`config.mk`:
```
export PLATFORM = sky130hd
export DESIGN_NAME = gs_div_seq
export DESIGN_NICKNAME = d
export VERILOG_FILES = /design/src/rtl/gs_div_seq.sv
export SDC_FILE = /design/constraint.sdc
export NUM_CORES = 1
export LEC_CHECK = 0
export BUFFER_PORTS_ARGS = -buffer_cell sky130_fd_sc_hd__buf_2
export CORE_ASPECT_RATIO = 1.2
export CORE_MARGIN = 4
export CORE_UTILIZATION = 56
export CTS_CLUSTER_SIZE = 28
export DETAILED_ROUTE_END_ITERATION = 8
export GPL_TIMING_DRIVEN = 0
export PLACE_DENSITY = 0.77
export RECOVER_POWER = 100
export SYNTH_ARGS = -nofsm -noshare
export SYNTH_HDL_FRONTEND = slang
export SYNTH_SLANG_ARGS = --single-unit
```
`constraint.sdc`:
```
create_clock -name clk -period 6.3 [get_ports clk]
set_input_delay 0.63 -clock clk [delete_from_list [all_inputs] [get_ports clk]]
set_output_delay 0.63 -clock clk [all_outputs]
set_load 0.1 [all_outputs]
```
`src/rtl/gs_div_seq.sv`:
```
// Goldschmidt divider q ~= x/d on 1.(W-1) fixed-point operands.
// A single W x W multiplier is time-shared by a small FSM: seed D and N with
// a table reciprocal, then alternate N*R and D*R steps until ITER N steps
// have been taken. Every product is rounded to nearest-even back to 1.(W-1).
module gs_div_seq #(
  parameter int W     = 8,
  parameter int ITER  = 3,
  parameter int TBITS = 3
) (
  input  logic         clk,
  input  logic         reset,
  input  logic         start,
  input  logic [W-1:0] x,
  input  logic [W-1:0] d,
  output logic         busy,
  output logic         done,
  output logic         err,
  output logic [W-1:0] q
);

  localparam int T  = 2 ** TBITS;
  localparam int CW = $clog2(ITER + 1);

  typedef enum logic [2:0] {IDLE, INITD, INITN, ITN, ITD, FIN} state_t;

  state_t          state;
  logic [W-1:0]    xr, dr;        // latched operands
  logic [W-1:0]    n, dd, r;      // numerator, denominator, correction 2-D
  logic [CW-1:0]   cnt;           // N steps taken so far
  logic [W-1:0]    ma, mb;
  logic [2*W-1:0]  prod;
  logic [W-1:0]    rp;            // rounded product
  logic [W-1:0]    r0;
  logic [TBITS-1:0] idx;

  // Seed reciprocal for the interval whose midpoint is (2T+2i+1)/(2T).
  function automatic logic [W-1:0] r0_calc(input int i);
    longint num, den;
    den = longint'(2 * T + 2 * i + 1);
    num = (longint'(1) << (W + 1)) * longint'(T) + den;
    return W'(num / (2 * den));
  endfunction

  // Round a 2.(2W-2) product to 1.(W-1), ties to even, clamping on overflow.
  function automatic logic [W-1:0] rne(input logic [2*W-1:0] p);
    logic [W-1:0] keep;
    logic         guard, sticky;
    logic [W:0]   sum;
    keep   = p[2*W-2:W-1];
    guard  = p[W-2];
    sticky = |p[W-3:0];
    sum    = {1'b0, keep} + {{W{1'b0}}, guard & (sticky | keep[0])};
    if (p[2*W-1] || sum[W]) return '1;
    return sum[W-1:0];
  endfunction

  // 2 - v in 1.(W-1) is the W-bit two's complement of v.
  function automatic logic [W-1:0] twos(input logic [W-1:0] v);
    return (~v) + {{(W-1){1'b0}}, 1'b1};
  endfunction

  logic [W-1:0] r0_tab [T];
  for (genvar g = 0; g < T; g++) begin : g_tab
    assign r0_tab[g] = r0_calc(g);
  end

  assign idx = dr[W-2 -: TBITS];
  assign r0  = r0_tab[idx];

  // Steer the shared multiplier according to the step being performed.
  always_comb begin
    ma = dd;
    mb = r;
    case (state)
      INITD:   begin ma = dr; mb = r0; end
      INITN:   begin ma = xr; mb = r0; end
      ITN:     begin ma = n;  mb = r;  end
      default: ;
    endcase
  end

  assign prod = {{W{1'b0}}, ma} * {{W{1'b0}}, mb};
  assign rp   = rne(prod);

  // Sequencer: operand capture, convergence steps and result/flag registers.
  always_ff @(posedge clk) begin
    if (reset) begin
      state <= IDLE;
      busy  <= 1'b0;
      done  <= 1'b0;
      err   <= 1'b0;
      q     <= '0;
      xr    <= '0;
      dr    <= '0;
      n     <= '0;
      dd    <= '0;
      r     <= '0;
      cnt   <= '0;
    end else begin
      done <= 1'b0;
      case (state)
        IDLE: begin
          if (start) begin
            xr    <= x;
            dr    <= d;
            busy  <= 1'b1;
            err   <= 1'b0;
            state <= (!x[W-1] || !d[W-1]) ? FIN : INITD;
          end
        end
        INITD: begin
          dd    <= rp;
          r     <= twos(rp);
          state <= INITN;
        end
        INITN: begin
          n     <= rp;
          cnt   <= CW'(1);
          state <= ITN;
        end
        ITN: begin
          n <= rp;
          if (cnt == CW'(ITER)) begin
            q     <= rp;
            done  <= 1'b1;
            busy  <= 1'b0;
            state <= IDLE;
          end else begin
            state <= ITD;
          end
        end
        ITD: begin
          dd    <= rp;
          r     <= twos(rp);
          cnt   <= cnt + CW'(1);
          state <= ITN;
        end
        FIN: begin
          q     <= '1;
          err   <= 1'b1;
          done  <= 1'b1;
          busy  <= 1'b0;
          state <= IDLE;
        end
        default: state <= IDLE;
      endcase
    end
  end

endmodule

```
-- After elaboration in Yosys (flattened, before gate mapping)
Memories as Yosys holds them, arrays and structs flattened.
Cells that the tools add are included.
- add/subtract/negate cells: 3
- multiply operators: 1
- magnitude comparators: 1
- eq/ne operators: 8
- muxes and demuxes: 21
- bitwise operators: 4
- reductions and logical operators: 18
- operators by type and width (operator ; count):
    $mux 8 ; 6
    $pmux 8 s3 ; 1
    $mul 8x8->16 ; 1
    $pmux 8 s2 ; 1
    $pmux 3 s4 ; 1
    $add 8x1->9 ; 1
    $mux 3 ; 3
    $add 8x1->8 const B ; 1
    $not 8->8 ; 1
    $reduce_or 2->1 ; 4
    $eq 3x2->1 const B ; 2
    $eq 3x3->1 const B ; 2
    $reduce_and 2->1 ; 3
    $reduce_bool 2->1 ; 3
    $reduce_or 6->1 ; 1
    $mux 1 ; 5
    $ge 4x4->1 const B ; 1
    $ne 2x2->1 const B ; 2
    $not 3->4 ; 1
    $pmux 1 s2 ; 2
    $pmux 2 s2 ; 1
    $eq 3x1->1 const B ; 1
    $logic_not 3->1 ; 1
    $pmux 1 s3 ; 1
    other kinds (8) ; 10
- register bits: 56
- ROM bits: 64
- output and inout bits: 11
- memories kept: 1
- memory list (name ; words ; width ; read ports ; clocked after Yosys merged registers in ; write ports ; RTL line ; text):
    (no name shown) ; 8 ; 8 ; 1 ; 0 ; 0 ; 68 ; assign r0 = r0_tab[idx];

-- Logic depth before layout (Yosys ltp)
Gate-level depths: netlist (run 1).
- depth in word-level cells: 15
- gate-level depth with buffers: 30
- depth with buffers taken out: 27

-- Worst setup path before layout (run 1)
Ideal clock, no wire load.
- kind: register to register
- start: reg state[1]
- end: reg r[6]
- library setup time: 122 ps
- data arrival time: 6500 ps
- slack: -322 ps
- cell stages (with the launch flop): 27
- cells stage by stage: dfxtp_1 -> buf_2 -> buf_1 -> nand2b_1 -> nor2_1 -> a21oi_1 -> o22ai_1 -> nor2_1 -> fa_1 -> fa_1 -> fa_1 -> inv_1 -> fa_1 -> inv_1 -> ha_1 -> o211ai_1 -> o211a_1 -> o2111a_1 -> or3_4 -> a31oi_1 -> buf_6 -> and2_4 -> ha_1 -> nand2_1 -> nor4_1 -> a41o_1 -> a31oi_1
- longest elaborated chain between the ends: 13
- elaborated cells between the ends (all ways): 18
- classes of those cells: add/sub (2); mul (1); eq/ne (4); mux (4); bitwise (3); reduce/logical (4)
- ends and longest elaborated chain (item ; RTL line ; text):
    start, declared ; 26 ; state_t state;
    start signal, assigned ; 108 ; state <= (!x[W-1] || !d[W-1]) ? FIN : INITD;
    $eq 3x2->1 / $eq 3x1->1 (equally long branches) ; 74, 101 ;
    $reduce_or 2->1 (no source line) ; -- ;
    $mux 8 ; 74 ; case (state)
    $mul 8x8->16 ; 82 ; assign prod = {{W{1'b0}}, ma} * {{W{1'b0}}, mb};
    $reduce_or 6->1 ; 51 ; sticky = |p[W-3:0];
    $or 1x1->1 ; 52 ; sum = {1'b0, keep} + {{W{1'b0}}, guard & (sticky | keep[0])};
    $and 1x1->1 ; 52 ;
    $add 8x1->9 ; 52 ;
    $logic_or 1x1->1 ; 53 ; if (p[2*W-1] || sum[W]) return '1;
    $mux 1 ; 53 ;
    $mux 8 ; 54 ; return sum[W-1:0];
    $not 8->8 ; 59 ; return (~v) + {{(W-1){1'b0}}, 1'b1};
    $add 8x1->8 ; 59 ;
    end signal, assigned ; 113 ; r <= twos(rp);
    end signal, assigned ; 134 ; r <= twos(rp);
    end, declared ; 28 ; logic [W-1:0] n, dd, r;
Several ways; a longest one is shown, not always the timed one.
A chain may end at the register's enable or synchronous reset.

-- Worst setup path after layout (run 1)
- start: reg state[0]
- end: reg r[4]
Same word-level chain as after synthesis.

==> impl_metrics.sql, run 1 <==
INSERT INTO impl_metrics (metric_group, metric, value, unit) VALUES
('drt', 'post_drt_via_cell_ratio', '6.108', ''),
('logic_synthesis', 'largest_family_of_logic_cells_by_synthesized_area', 'adder cells', ''),
('floorplan', 'pin_count', '30', ''),
('clocking', 'latest_clock_arrival_within_the_worst_skew_pair', '0.33', 'ns'),
('clocking', 'tritoncts.num_buffers', '5', ''),
('sta', 'final.setup_skew', '0.01294', 'ns'),
('clocking', 'clkSlewWorstSetupHoldPaths', '0.09', 'ns'),
('logic_synthesis', 'synth.area.mux_share', '0.02772', ''),
('final_layout', 'antenna_cells_inserted', '0', ''),
('sta', 'period_needed', '6.304', 'ns'),
('sta', 'rsz0062_at_grt', 'true', ''),
('sta', 'timing_worst_slew_pin_value', '0.8099', 'ns'),
('place', 'post-place-ws', '-0.7828', 'ns'),
('floorplan', 'core', '0.008750', 'mm2'),
('place', 'buffer_ports.inserted', '28', ''),
('critical_path', 'crit_arrival', '6.56', 'ns'),
('drt', 'detailed_router_s_first_iteration_violation_count', '277', ''),
('logic_synthesis', 'post_synth_main_area_contributors', 'dfxtp_1, fa_1, ha_1', ''),
('final_layout', 'layout.cells.non_filler', '832', ''),
('run_status', 'result_of_the_run', 'complete, but fails checks', ''),
('clocking', 'htree_num_levels', '2', ''),
('run_status', 'failed_checks', 'setup timing', ''),
('logic_synthesis', 'synth_edf_count', '0', ''),
('sta', 'setup_total_negative_slack', '-0.006244', 'ns'),
('sta', 'timing.final.hold_violations', '0', ''),
('critical_path', 'ff2ff_setup_slack', '-0.004', 'ns'),
('min_path', 'holdPathEnd', 'xr[2]$_SDFFE_PP0P_', ''),
('logic_synthesis', 'biggest_area_consumer_among_synthesized_cells', 'dfxtp_1', ''),
('min_path', 'hold_path_class', 'reg2reg', ''),
('final_layout', 'area_growth', '31.71', '%'),
('sta', 'final-setup-viol-count', '2', ''),
('drt', 'detail_route.wirelength', '15480', 'um'),
('floorplan', 'std_cell_rows', '37', ''),
('global_routing', 'global_route_wire_length_before_repair', '24560', 'um'),
('critical_path', 'critPathCaptureType', 'flop', ''),
('drt', 'drtPass1Iterations', '5', ''),
('place', 'gp_congestion', '0.9356', ''),
('clocking', 'cts.path.max_buffers', '2', ''),
('run', 'max_cap_viol_count', '0', ''),
('logic_synthesis', 'synth-adder-area-share', '0.2541', ''),
('place', 'dp.cells', '765', ''),
('logic_synthesis', 'synth_area_in_compound_gates', '0.1994', ''),
('logic_synthesis', 'library_cell_with_the_highest_instance_count_after_synthesis', 'nor2_1', ''),
('global_routing', 'grt_antenna_before_repair', '0', ''),
('min_path', 'timing.hold.worst.start', 'xr[2]$_SDFFE_PP0P_', ''),
('logic_synthesis', 'synthXorXnorAreaFrac', '0.03017', ''),
('floorplan', 'die_width', '95.13', 'um'),
('logic_synthesis', 'simple_gate_portion_of_the_synthesized_area', '0.2097', ''),
('floorplan', 'die_area', '0.01071', 'mm2'),
('critical_path', 'regToRegEndpoint', 'r[4]$_SDFFE_PP0P_', ''),
('floorplan', 'initial_utilization', '0.5830', ''),
('clocking', 'tritoncts', 'built', ''),
('global_routing', 'grt_max_degree', '19', ''),
('floorplan', 'fp.dieH', '112.6', 'um'),
('sta', 'max-slew-margin-rel', '0.4562', ''),
('sta', 'final_critical_path_setup_slack', '-0.004123', 'ns'),
('global_routing', 'grt_pass1_vias', '5139', ''),
('logic_synthesis', 'gate_count_of_the_mapped_netlist', '620', ''),
('logic_synthesis', 'synthTopCellsByCount', 'nor2_1, dfxtp_1, inv_1', ''),
('critical_path', 'worstSetupPathType', 'reg2reg', ''),
('logic_synthesis', 'cell_area_after_synthesis', '0.005101', 'mm2'),
('logic_synthesis', 'synthDominantCellAreaShare', '0.2158', ''),
('global_routing', 'global_route.overflow_total', '0', ''),
('global_routing', 'grt_util_all_layers', '0.2864', ''),
('logic_synthesis', 'count_of_warnings_emitted_by_yosys', '0', ''),
('drt', 'drc_violations_left', '0', ''),
('critical_path', 'regToRegStartpoint', 'state[0]$_SDFFE_PP0P_', ''),
('place', 'detailedPlacementHpwl', '10140', 'um'),
('logic_synthesis', 'synth.distinct_cells', '74', ''),
('critical_path', 'worstRegToRegCells', '25', ''),
('logic_synthesis', 'async_flop_share', '0', '');
## worst max-delay path by stage
stage	start	end	slack, ns	cells after the start
final	state[0]$_SDFFE_PP0P_	r[4]$_SDFFE_PP0P_	-0.004	25
after global routing	state[0]$_SDFFE_PP0P_	r[6]$_SDFFE_PP0P_	-0.24	26
after CTS	state[1]$_SDFFE_PP0P_	r[6]$_SDFFE_PP0P_	0.001	27
after detailed placement	state[1]$_SDFFE_PP0P_	r[6]$_SDFFE_PP0P_	-0.78	26
after global placement	state[1]$_SDFFE_PP0P_	r[6]$_SDFFE_PP0P_	-0.71	26
after floorplan	state[0]$_SDFFE_PP0P_	r[6]$_SDFFE_PP0P_	0.01	25
## cells by family (layout without fill, tap and decap cells)
| kind of cell | Yosys count | count (layout) |
|---|---|---|
| buf+inv | 82 | 177 |
| simple gates | 233 | 233 |
| xor+xnor | 15 | 15 |
| mux | 14 | 14 |
| flops | 55 | 55 |
| compound gates | 139 | 139 |
| fa+ha+maj | 82 | 82 |
## timing repair
item / 4_1_cts / 5_1_grt
buffers inserted: 42 / 19
endpoints found under the hold margin: 0 / 0
gates resized for setup: 90 / 55
endpoints found under the setup margin: 27 / 28
pin swaps: 30 / 32
## cell usage in the layout (no fill, tap or decap), drive strengths merged, types with 7 or more instances in the layout
cell      n
mux2i    13
a211oi   27
fa       36
o21ai    17
clkbuf   24
inv      56
ha       46
a21oi    38
xnor2     9
nor2    112
or2      17
buf      95
nand2    54
dfxtp    55
nor3      7
nor2b     8
## registers in the layout (all words and copies together), names as in the netlist, 2 cells and up
name	flops
dr	8
xr	8
r	7
q	8
n	8
cnt	2
state	3
dd	8
## worst max-delay path, stage by stage, from the launching register on
cell and delay (ns):
dfxtp_4 0.40, xnor2_4 0.25, nor2_4 0.08, buf_12 0.14, mux2i_4 0.20, buf_6 0.14
or2_4 0.25, fa_1 0.48, fa_1 0.52, inv_1 0.05, fa_1 0.47, fa_1 0.52
ha_4 0.34, o211ai_1 0.14, buf_4 0.18, o21ai_4 0.22, xor2_2 0.23, nand2_2 0.11
nor4_4 0.41, a31oi_4 0.15, buf_6 0.14, and2_4 0.14, ha_4 0.18, a311oi_2 0.25
o21ai_2 0.09, a21oi_1 0.13
## per-stage QoR
stage               instance area [um2]  utilization
detailed placement                 5460       0.6241
global placement                   5460       0.6241
global route                       6719       0.7679
CTS                                6311       0.7213
finish                             6719       0.7679
floorplan                          5174            -
## cell type report
class                      count  area [um2]
clock buffer                   5       68.82
inverter                      55       206.4
tap                          117       146.4
timing repair buffer          89       638.1
fill                         566        2031
clock inverter                 3       22.52
multi-input combinational    483        4364
buffer                        25       155.1
sequential                    55        1117
## per-layer routing
layer / GRT usage / wire length, um / share of wire / up-vias
met1: 0.3318 / 5581 / 0.36 / 2473
met4: 0.1781 / 1011 / 0.065 / 0
met5: 0 / 0 / 0 / -
met3: 0.03150 / 730 / 0.047 / 73
li1: - / - / - / 2311
met2: 0.4937 / 8160 / 0.53 / 225
Power of run 1 is left out: the tool's default activity adds up to more than one toggle a clock period on the data nets, which glitch-free logic cannot reach.
==> run 2, diff against run 1 <==
--- a/config.mk
+++ b/config.mk
@@ -14,6 +14,7 @@
 export GPL_TIMING_DRIVEN = 0
 export PLACE_DENSITY = 0.77
 export RECOVER_POWER = 100
+export SETUP_SLACK_MARGIN = 0.4
 export SYNTH_ARGS = -nofsm -noshare
 export SYNTH_HDL_FRONTEND = slang
 export SYNTH_SLANG_ARGS = --single-unit
==> run 2 against run 1 <==
Net effect: the flow still finishes with violations (setup timing); critical path depth increased by 1; register-to-register slack got worse by 0.19 ns; design area increased by 9.4%; non-clock buffer count increased by 49; wire length increased by 24%; fmax decreased by 2.9%; cell count increased by 5.9%; flip-flop and latch count unchanged; clock skew increased by 0.0025 ns; die area unchanged; utilization increased by 7.2 points; largest cell class unchanged.
==> impl_metrics.sql, run 2 (synthesis results as in run 1) <==
INSERT INTO impl_metrics (metric_group, metric, value, unit) VALUES
('floorplan', 'std_cell_rows', '37', ''),
('critical_path', 'cp_max_fo', '6', ''),
('critical_path', 'worstRegToRegCells', '26', ''),
('global_routing', 'grt_antenna_before_repair', '0', ''),
('drt', 'drtPass1Iterations', '5', ''),
('critical_path', 'crit_end', 'r[6]$_SDFFE_PP0P_', ''),
('floorplan', 'core', '0.008750', 'mm2'),
('critical_path', 'crit_slowest_cell', 'fa_1', ''),
('sta', 'rsz0062_at_grt', 'true', ''),
('final_layout', 'seqCellArea', '0.001115', 'mm2'),
('final_layout', 'antenna_cells_inserted', '0', ''),
('clocking', 'holdBufCountCts', '0', ''),
('sta', 'post-route-period-util', '1.030', ''),
('floorplan', 'fp.dieH', '112.6', 'um'),
('sta', 'final-setup-viol-count', '5', ''),
('min_path', 'hold_path_class', 'reg2reg', ''),
('critical_path', 'worstSetupStartpoint', 'state[0]$_SDFFE_PP0P_', ''),
('place', 'detailedPlacementHpwl', '10440', 'um'),
('global_routing', 'global_route_wire_length_before_repair', '25830', 'um'),
('sta', 'max-slew-margin-rel', '0.4289', ''),
('drt', 'vias', '5547', ''),
('clocking', 'tritoncts', 'built', ''),
('clocking', 'cts.path.max_buffers', '2', ''),
('final_layout', 'layout_commonest_cell', 'nor2_1', ''),
('final_layout', 'finished_core_util', '0.8403', ''),
('drt', 'routed_wl_per_cell', '21.76', 'um'),
('clocking', 'latest_clock_arrival_within_the_worst_skew_pair', '0.33', 'ns'),
('run', 'max_cap_viol_count', '0', ''),
('critical_path', 'crit_path_start_kind', 'flop', ''),
('final_layout', 'multi_input_gate_area_in_the_final_layout', '0.004552', 'mm2'),
('critical_path', 'path_depth', '26', ''),
('critical_path', 'crit_arrival', '6.75', 'ns'),
('global_routing', 'grt_max_degree', '18', ''),
('floorplan', 'initial_utilization', '0.5830', ''),
('global_routing', 'grt_pass1_vias', '5514', ''),
('clocking', 'clock-sinks', '55', ''),
('drt', 'postRouteAntennaNets', '0', ''),
('final_layout', 'post-route-cell-area', '0.007352', 'mm2'),
('final_layout', 'area_growth', '44.13', '%'),
('final_layout', 'fillCellCount', '454', ''),
('critical_path', 'critPathCaptureType', 'flop', ''),
('clocking', 'clkSlewWorstSetupHoldPaths', '0.11', 'ns'),
('sta', 'period_needed', '6.490', 'ns'),
('critical_path', 'regToRegStartpoint', 'state[0]$_SDFFE_PP0P_', ''),
('floorplan', 'die_area', '0.01071', 'mm2'),
('global_routing', 'grt_util_all_layers', '0.3036', ''),
('critical_path', 'critPathRequiredTime', '6.56', 'ns'),
('sta', 'fmaxAchievable', '154.1', 'MHz'),
('critical_path', 'path_buf_inv', '4', ''),
('final_layout', 'nNetsFinal', '864', ''),
('global_routing', 'global_route.overflow_total', '0', ''),
('critical_path', 'worst_path_largest_cell_delay', '0.51', 'ns'),
('final_layout', 'fraction_of_layout_instances_using_a_drive_strength_above_1', '0.3953', ''),
('sta', 'whs', '0.4706', 'ns'),
('sta', 'timing_worst_slew_pin_value', '0.8506', 'ns'),
('critical_path', 'regToRegEndpoint', 'r[6]$_SDFFE_PP0P_', ''),
('run_status', 'result_of_the_run', 'complete, but fails checks', ''),
('drt', 'drc_violations_left', '0', ''),
('clocking', 'tritoncts.num_buffers', '5', ''),
('place', 'gp_congestion', '0.9365', ''),
('sta', 'timing.final.max_slew_violations', '0', ''),
('floorplan', 'die_width', '95.13', 'um'),
('final_layout', 'commonest_cells_after_routing_fill_and_taps_aside', 'nor2_1, buf_4, inv_1, nand2_1, dfxtp_1', ''),
('drt', 'detail_route.wirelength', '19170', 'um'),
('critical_path', 'worstSetupPathType', 'reg2reg', ''),
('sta', 'final.setup_skew', '0.01542', 'ns'),
('clocking', 'htree_num_levels', '2', ''),
('drt', 'post_drt_via_cell_ratio', '6.296', ''),
('sta', 'final_critical_path_setup_slack', '-0.1904', 'ns'),
('sta', 'setup_total_negative_slack', '-0.5681', 'ns'),
('critical_path', 'cp_common_cell', 'fa_1', ''),
('critical_path', 'ff2ff_setup_slack', '-0.19', 'ns'),
('sta', 'timing.final.hold_violations', '0', ''),
('run_status', 'failed_checks', 'setup timing', ''),
('clocking', 'clk_root_buffer_cell', 'clkbuf_8', ''),
('place', 'postPlaceCellArea', '0.005664', 'mm2'),
('place', 'buffer_ports.inserted', '28', ''),
('drt', 'detailed_router_s_first_iteration_violation_count', '458', ''),
('floorplan', 'pin_count', '30', ''),
('critical_path', 'crit_family', 'adder cells', '');
## run 2: cell types whose count changed in the layout (fill, tap and decap cells not counted), sizes merged
cell,before,now
clkbuf,24,26
clkinv,2,0
inv,56,57
buf,95,143
## run 2: metal layers
metal / vias up / GRT usage / share of wire
met4: 0 / 0.1954 / 0.096
met2: 340 / 0.5432 / 0.50
li1: 2409 / - / -
met3: 146 / 0.04491 / 0.062
met5: - / 0 / 0
met1: 2652 / 0.3237 / 0.35
## run 2: final cells by class
class                      count  share of cell area
buffer                        27             0.02672
timing repair buffer         136              0.1423
tap                          117             0.01991
clock buffer                   6            0.009871
inverter                      55             0.02842
multi-input combinational    483              0.6191
sequential                    55              0.1516
clock inverter                 2            0.002042
## run 2: worst min-delay path by stage
stage                         end               start  cells past startpoint
2_1_floorplan  xr[0]$_SDFFE_PP0P_  xr[0]$_SDFFE_PP0P_                      2
3_3_place_gp   xr[0]$_SDFFE_PP0P_  xr[0]$_SDFFE_PP0P_                      2
3_5_place_dp   xr[6]$_SDFFE_PP0P_  xr[6]$_SDFFE_PP0P_                      2
4_1_cts        xr[6]$_SDFFE_PP0P_  xr[6]$_SDFFE_PP0P_                      2
5_1_grt        xr[5]$_SDFFE_PP0P_  xr[5]$_SDFFE_PP0P_                      2
6_report       xr[6]$_SDFFE_PP0P_  xr[6]$_SDFFE_PP0P_                      2
## run 2: stage by stage
| step | worst slack (ns) | instances |
|---|---|---|
| 2_1_floorplan | 0.3450 | 620 |
| 3_3_place_gp | -0.1679 | 765 |
| 3_5_place_dp | -0.2873 | 765 |
| 4_1_cts | 0.1826 | 849 |
| 5_1_grt | -0.3013 | 881 |
| 6_report | -0.1904 | 881 |
## run 2: repair_timing
item,in CTS,in global routing
endpoints found under the setup margin,31,31
gates cloned,1,0
buffers inserted,75,32
resized for setup,81,67
pin swaps,41,29
## run 2: worst min-delay path, stage by stage (launching register included)
cell and delay (ns):
dfxtp_1 0.33, nand2_1 0.05, a21oi_1 0.05
Power of run 2 is left out for the same reason.
==> run 3, diff against run 2 <==
--- a/config.mk
+++ b/config.mk
@@ -5,6 +5,7 @@
 export SDC_FILE = /design/constraint.sdc
 export NUM_CORES = 1
 export LEC_CHECK = 0
+export ABC_AREA = 1
 export BUFFER_PORTS_ARGS = -buffer_cell sky130_fd_sc_hd__buf_2
 export CORE_ASPECT_RATIO = 1.2
 export CORE_MARGIN = 4
@@ -14,7 +15,7 @@
 export GPL_TIMING_DRIVEN = 0
 export PLACE_DENSITY = 0.77
 export RECOVER_POWER = 100
-export SETUP_SLACK_MARGIN = 0.4
+export SETUP_SLACK_MARGIN = 0.1
 export SYNTH_ARGS = -nofsm -noshare
 export SYNTH_HDL_FRONTEND = slang
 export SYNTH_SLANG_ARGS = --single-unit
==> run 3 against run 2 <==
Net effect: the flow now finishes without violations; worst setup slack better by 0.57 ns; synthesized cell count up 20%; design area down 19%; register-to-register slack better by 0.57 ns; fmax rose by 9.7%; flip-flop and latch count stayed put; via count down 12%; sequential share of layout area up 3.4 points; wire length decreased by 31%; critical path depth grew 9.
==> impl_metrics.sql, run 3 <==
INSERT INTO impl_metrics (metric_group, metric, value, unit) VALUES
('place', 'post-place-ws', '-0.5674', 'ns'),
('clocking', 'htree_num_levels', '2', ''),
('drt', 'vias', '4903', ''),
('sta', 'fmaxAchievable', '169.0', 'MHz'),
('global_routing', 'global_route.overflow_total', '0', ''),
('min_path', 'hold_path_class', 'reg2reg', ''),
('critical_path', 'worstSetupPathType', 'reg2reg', ''),
('global_routing', 'grt_pass1_vias', '4627', ''),
('final_layout', 'layout_commonest_cell', 'nand2_1', ''),
('global_routing', 'grt_busiest_layer', 'met2', ''),
('clocking', 'holdBufCountCts', '0', ''),
('critical_path', 'worstRegToRegCells', '35', ''),
('global_routing', 'gr-usage-met2', '0.4576', ''),
('logic_synthesis', 'leading_register_cell_type_out_of_synthesis', 'dfxtp_1', ''),
('floorplan', 'pin_count', '30', ''),
('clocking', 'cts.path.max_buffers', '2', ''),
('global_routing', 'grt_util_all_layers', '0.2459', ''),
('critical_path', 'crit_slowest_cell', 'fa_2', ''),
('clocking', 'tritoncts.num_buffers', '5', ''),
('sta', 'final-setup-viol-count', '0', ''),
('critical_path', 'regToRegEndpoint', 'r[4]$_SDFFE_PP0P_', ''),
('critical_path', 'worst_path_largest_cell_delay', '0.60', 'ns'),
('critical_path', 'regToRegStartpoint', 'state[2]$_SDFFE_PP0P_', ''),
('clocking', 'clock-sinks', '55', ''),
('final_layout', 'commonest_cells_after_routing_fill_and_taps_aside', 'nand2_1, inv_1, nor2_1', ''),
('sta', 'final_critical_path_setup_slack', '0.3838', 'ns'),
('clocking', 'latest_clock_arrival_within_the_worst_skew_pair', '0.32', 'ns'),
('global_routing', 'gr-usage-met3', '0.01907', ''),
('floorplan', 'die_width', '96.58', 'um'),
('sta', 'post-route-period-util', '0.9391', ''),
('critical_path', 'crit_arrival', '6.14', 'ns'),
('place', 'buffer_ports.inserted', '29', ''),
('clocking', 'clkSlewWorstSetupHoldPaths', '0.10', 'ns'),
('run', 'max_cap_viol_count', '0', ''),
('global_routing', 'grt_max_degree', '17', ''),
('min_path', 'timing.hold.worst.start', 'xr[6]$_SDFFE_PP0P_', ''),
('floorplan', 'core', '0.009129', 'mm2'),
('logic_synthesis', 'cell_area_after_synthesis', '0.005273', 'mm2'),
('critical_path', 'critPathCaptureType', 'flop', ''),
('sta', 'rsz0062_at_grt', 'false', ''),
('min_path', 'holdPathEnd', 'xr[6]$_SDFFE_PP0P_', ''),
('floorplan', 'std_cell_rows', '38', ''),
('global_routing', 'global_route_wire_length_before_repair', '21330', 'um'),
('drt', 'post_drt_via_cell_ratio', '5.341', ''),
('drt', 'detail_route.wirelength', '13280', 'um'),
('logic_synthesis', 'seq_area_frac_synth', '0.2088', ''),
('clocking', 'tritoncts', 'built', ''),
('logic_synthesis', 'biggest_area_consumer_among_synthesized_cells', 'dfxtp_1', ''),
('sta', 'timing_worst_slew_pin_value', '1.169', 'ns'),
('logic_synthesis', 'synth_edf_count', '0', ''),
('drt', 'detailed_router_s_first_iteration_violation_count', '243', ''),
('floorplan', 'die_area', '0.01104', 'mm2'),
('critical_path', 'cp_max_fo', '9', ''),
('min_path', 'hold_path_depth', '2', ''),
('final_layout', 'fraction_of_layout_instances_using_a_drive_strength_above_1', '0.1855', ''),
('final_layout', 'area_growth', '13.60', '%'),
('logic_synthesis', 'async_flop_share', '0', ''),
('place', 'detailedPlacementHpwl', '10690', 'um'),
('logic_synthesis', 'synthTopCellsByCount', 'nand2_1, inv_1, nor2_1', ''),
('place', 'gp_congestion', '0.9122', ''),
('drt', 'drtPass1Iterations', '6', ''),
('critical_path', 'crit_path_start_kind', 'flop', ''),
('global_routing', 'grt_util_met1', '0.2816', ''),
('final_layout', 'nNetsFinal', '898', ''),
('floorplan', 'fp.dieH', '114.3', 'um'),
('clocking', 'clk_root_buffer_cell', 'clkbuf_8', ''),
('logic_synthesis', 'gate_count_of_the_mapped_netlist', '741', ''),
('sta', 'period_needed', '5.916', 'ns'),
('drt', 'postRouteAntennaNets', '0', ''),
('drt', 'routed_wl_per_cell', '14.46', 'um'),
('final_layout', 'antenna_cells_inserted', '0', ''),
('critical_path', 'critPathRequiredTime', '6.52', 'ns'),
('floorplan', 'initial_utilization', '0.5776', ''),
('drt', 'drc_violations_left', '0', ''),
('logic_synthesis', 'avgSynthCellArea', '7.115', 'um2'),
('critical_path', 'ff2ff_setup_slack', '0.38', 'ns'),
('run_status', 'result_of_the_run', 'finished clean', ''),
('logic_synthesis', 'post_synth_main_area_contributors', 'dfxtp_1, fa_1, ha_1', ''),
('global_routing', 'grt_antenna_before_repair', '0', ''),
('logic_synthesis', 'count_of_warnings_emitted_by_yosys', '0', ''),
('logic_synthesis', 'synth.distinct_cells', '46', ''),
('sta', 'timing.final.max_slew_violations', '0', ''),
('sta', 'timing.final.hold_violations', '0', ''),
('logic_synthesis', 'syn-num-nets', '842', ''),
('logic_synthesis', 'ys_seq_elements', '55', ''),
('critical_path', 'cp_common_cell', 'nand2_1', ''),
('sta', 'max-slew-margin-rel', '0.2239', ''),
('logic_synthesis', 'synthDominantCellAreaShare', '0.2088', ''),
('logic_synthesis', 'library_cell_with_the_highest_instance_count_after_synthesis', 'nand2_1', ''),
('sta', 'final.setup_skew', '0.01355', 'ns');
## run 3: worst max-delay path by stage
stage,from,to,slack [ns]
after global placement,state[0]$_SDFFE_PP0P_,r[4]$_SDFFE_PP0P_,-0.46
after detailed placement,state[0]$_SDFFE_PP0P_,r[4]$_SDFFE_PP0P_,-0.57
after CTS,state[2]$_SDFFE_PP0P_,r[4]$_SDFFE_PP0P_,0.11
final,state[2]$_SDFFE_PP0P_,r[4]$_SDFFE_PP0P_,0.38
after floorplan,state[2]$_SDFFE_PP0P_,r[4]$_SDFFE_PP0P_,0.36
after global routing,dr[4]$_SDFFE_PP0P_,r[6]$_SDFFE_PP0P_,0.03
## run 3: per-layer routing
layer / vias to the layer above / part of all wire
li1: 2446 / -
met1: 2292 / 0.39
met2: 130 / 0.54
met3: 35 / 0.034
met4: 0 / 0.038
met5: - / 0
## run 3: critical path: cells and delay by family (launching register included)
kind                       cells  cell delay (ns)
buffers and inverters          6             0.60
DFF                            1             0.31
adders and majority gates      7             2.76
and+or+nand+nor               22             2.16
## run 3: what timing repair did
item / CTS / global route
resized for setup: 23 / 44
setup buffers: 9 / 11
endpoints found under the setup margin: 17 / 9
pin swaps: 2 / 9
## run 3: layout make-up
| type | count | area (um2) |
|---|---|---|
| multi-input combinational | 520 | 3694 |
| fill | 853 | 3139 |
| sequential | 55 | 1111 |
| inverter | 153 | 574.3 |
| timing repair buffer | 49 | 274.0 |
| tap | 120 | 150.1 |
| clock buffer | 6 | 82.58 |
| buffer | 13 | 68.82 |
| clock inverter | 2 | 35.03 |
## run 3: logic make-up after synthesis
logic type               Yosys count  share of synthesized area
AO/OA/AOI/OAI                    106                     0.1234
XOR/XNOR                           3                   0.006409
multiplexers                       2                   0.003797
flip-flops                        55                     0.2088
adder cells (fa/ha/maj)           82                     0.2458
AND/OR/NAND/NOR                  327                     0.2905
buffers and inverters            166                     0.1213
## run 3: metrics by stage
stage	TNS (ns)	cell area, um2	std cells	hold WS (ns)	util
2_1_floorplan	0	5273	741	0.4294	-
3_3_place_gp	-1.241	5568	890	0.4452	0.6099
3_5_place_dp	-1.728	5568	890	0.4515	0.6099
4_1_cts	0	5819	907	0.4646	0.6375
5_1_grt	0	5989	918	0.4847	0.6561
6_report	0	5989	918	0.4641	0.6561
Power of run 3 is left out for the same reason.
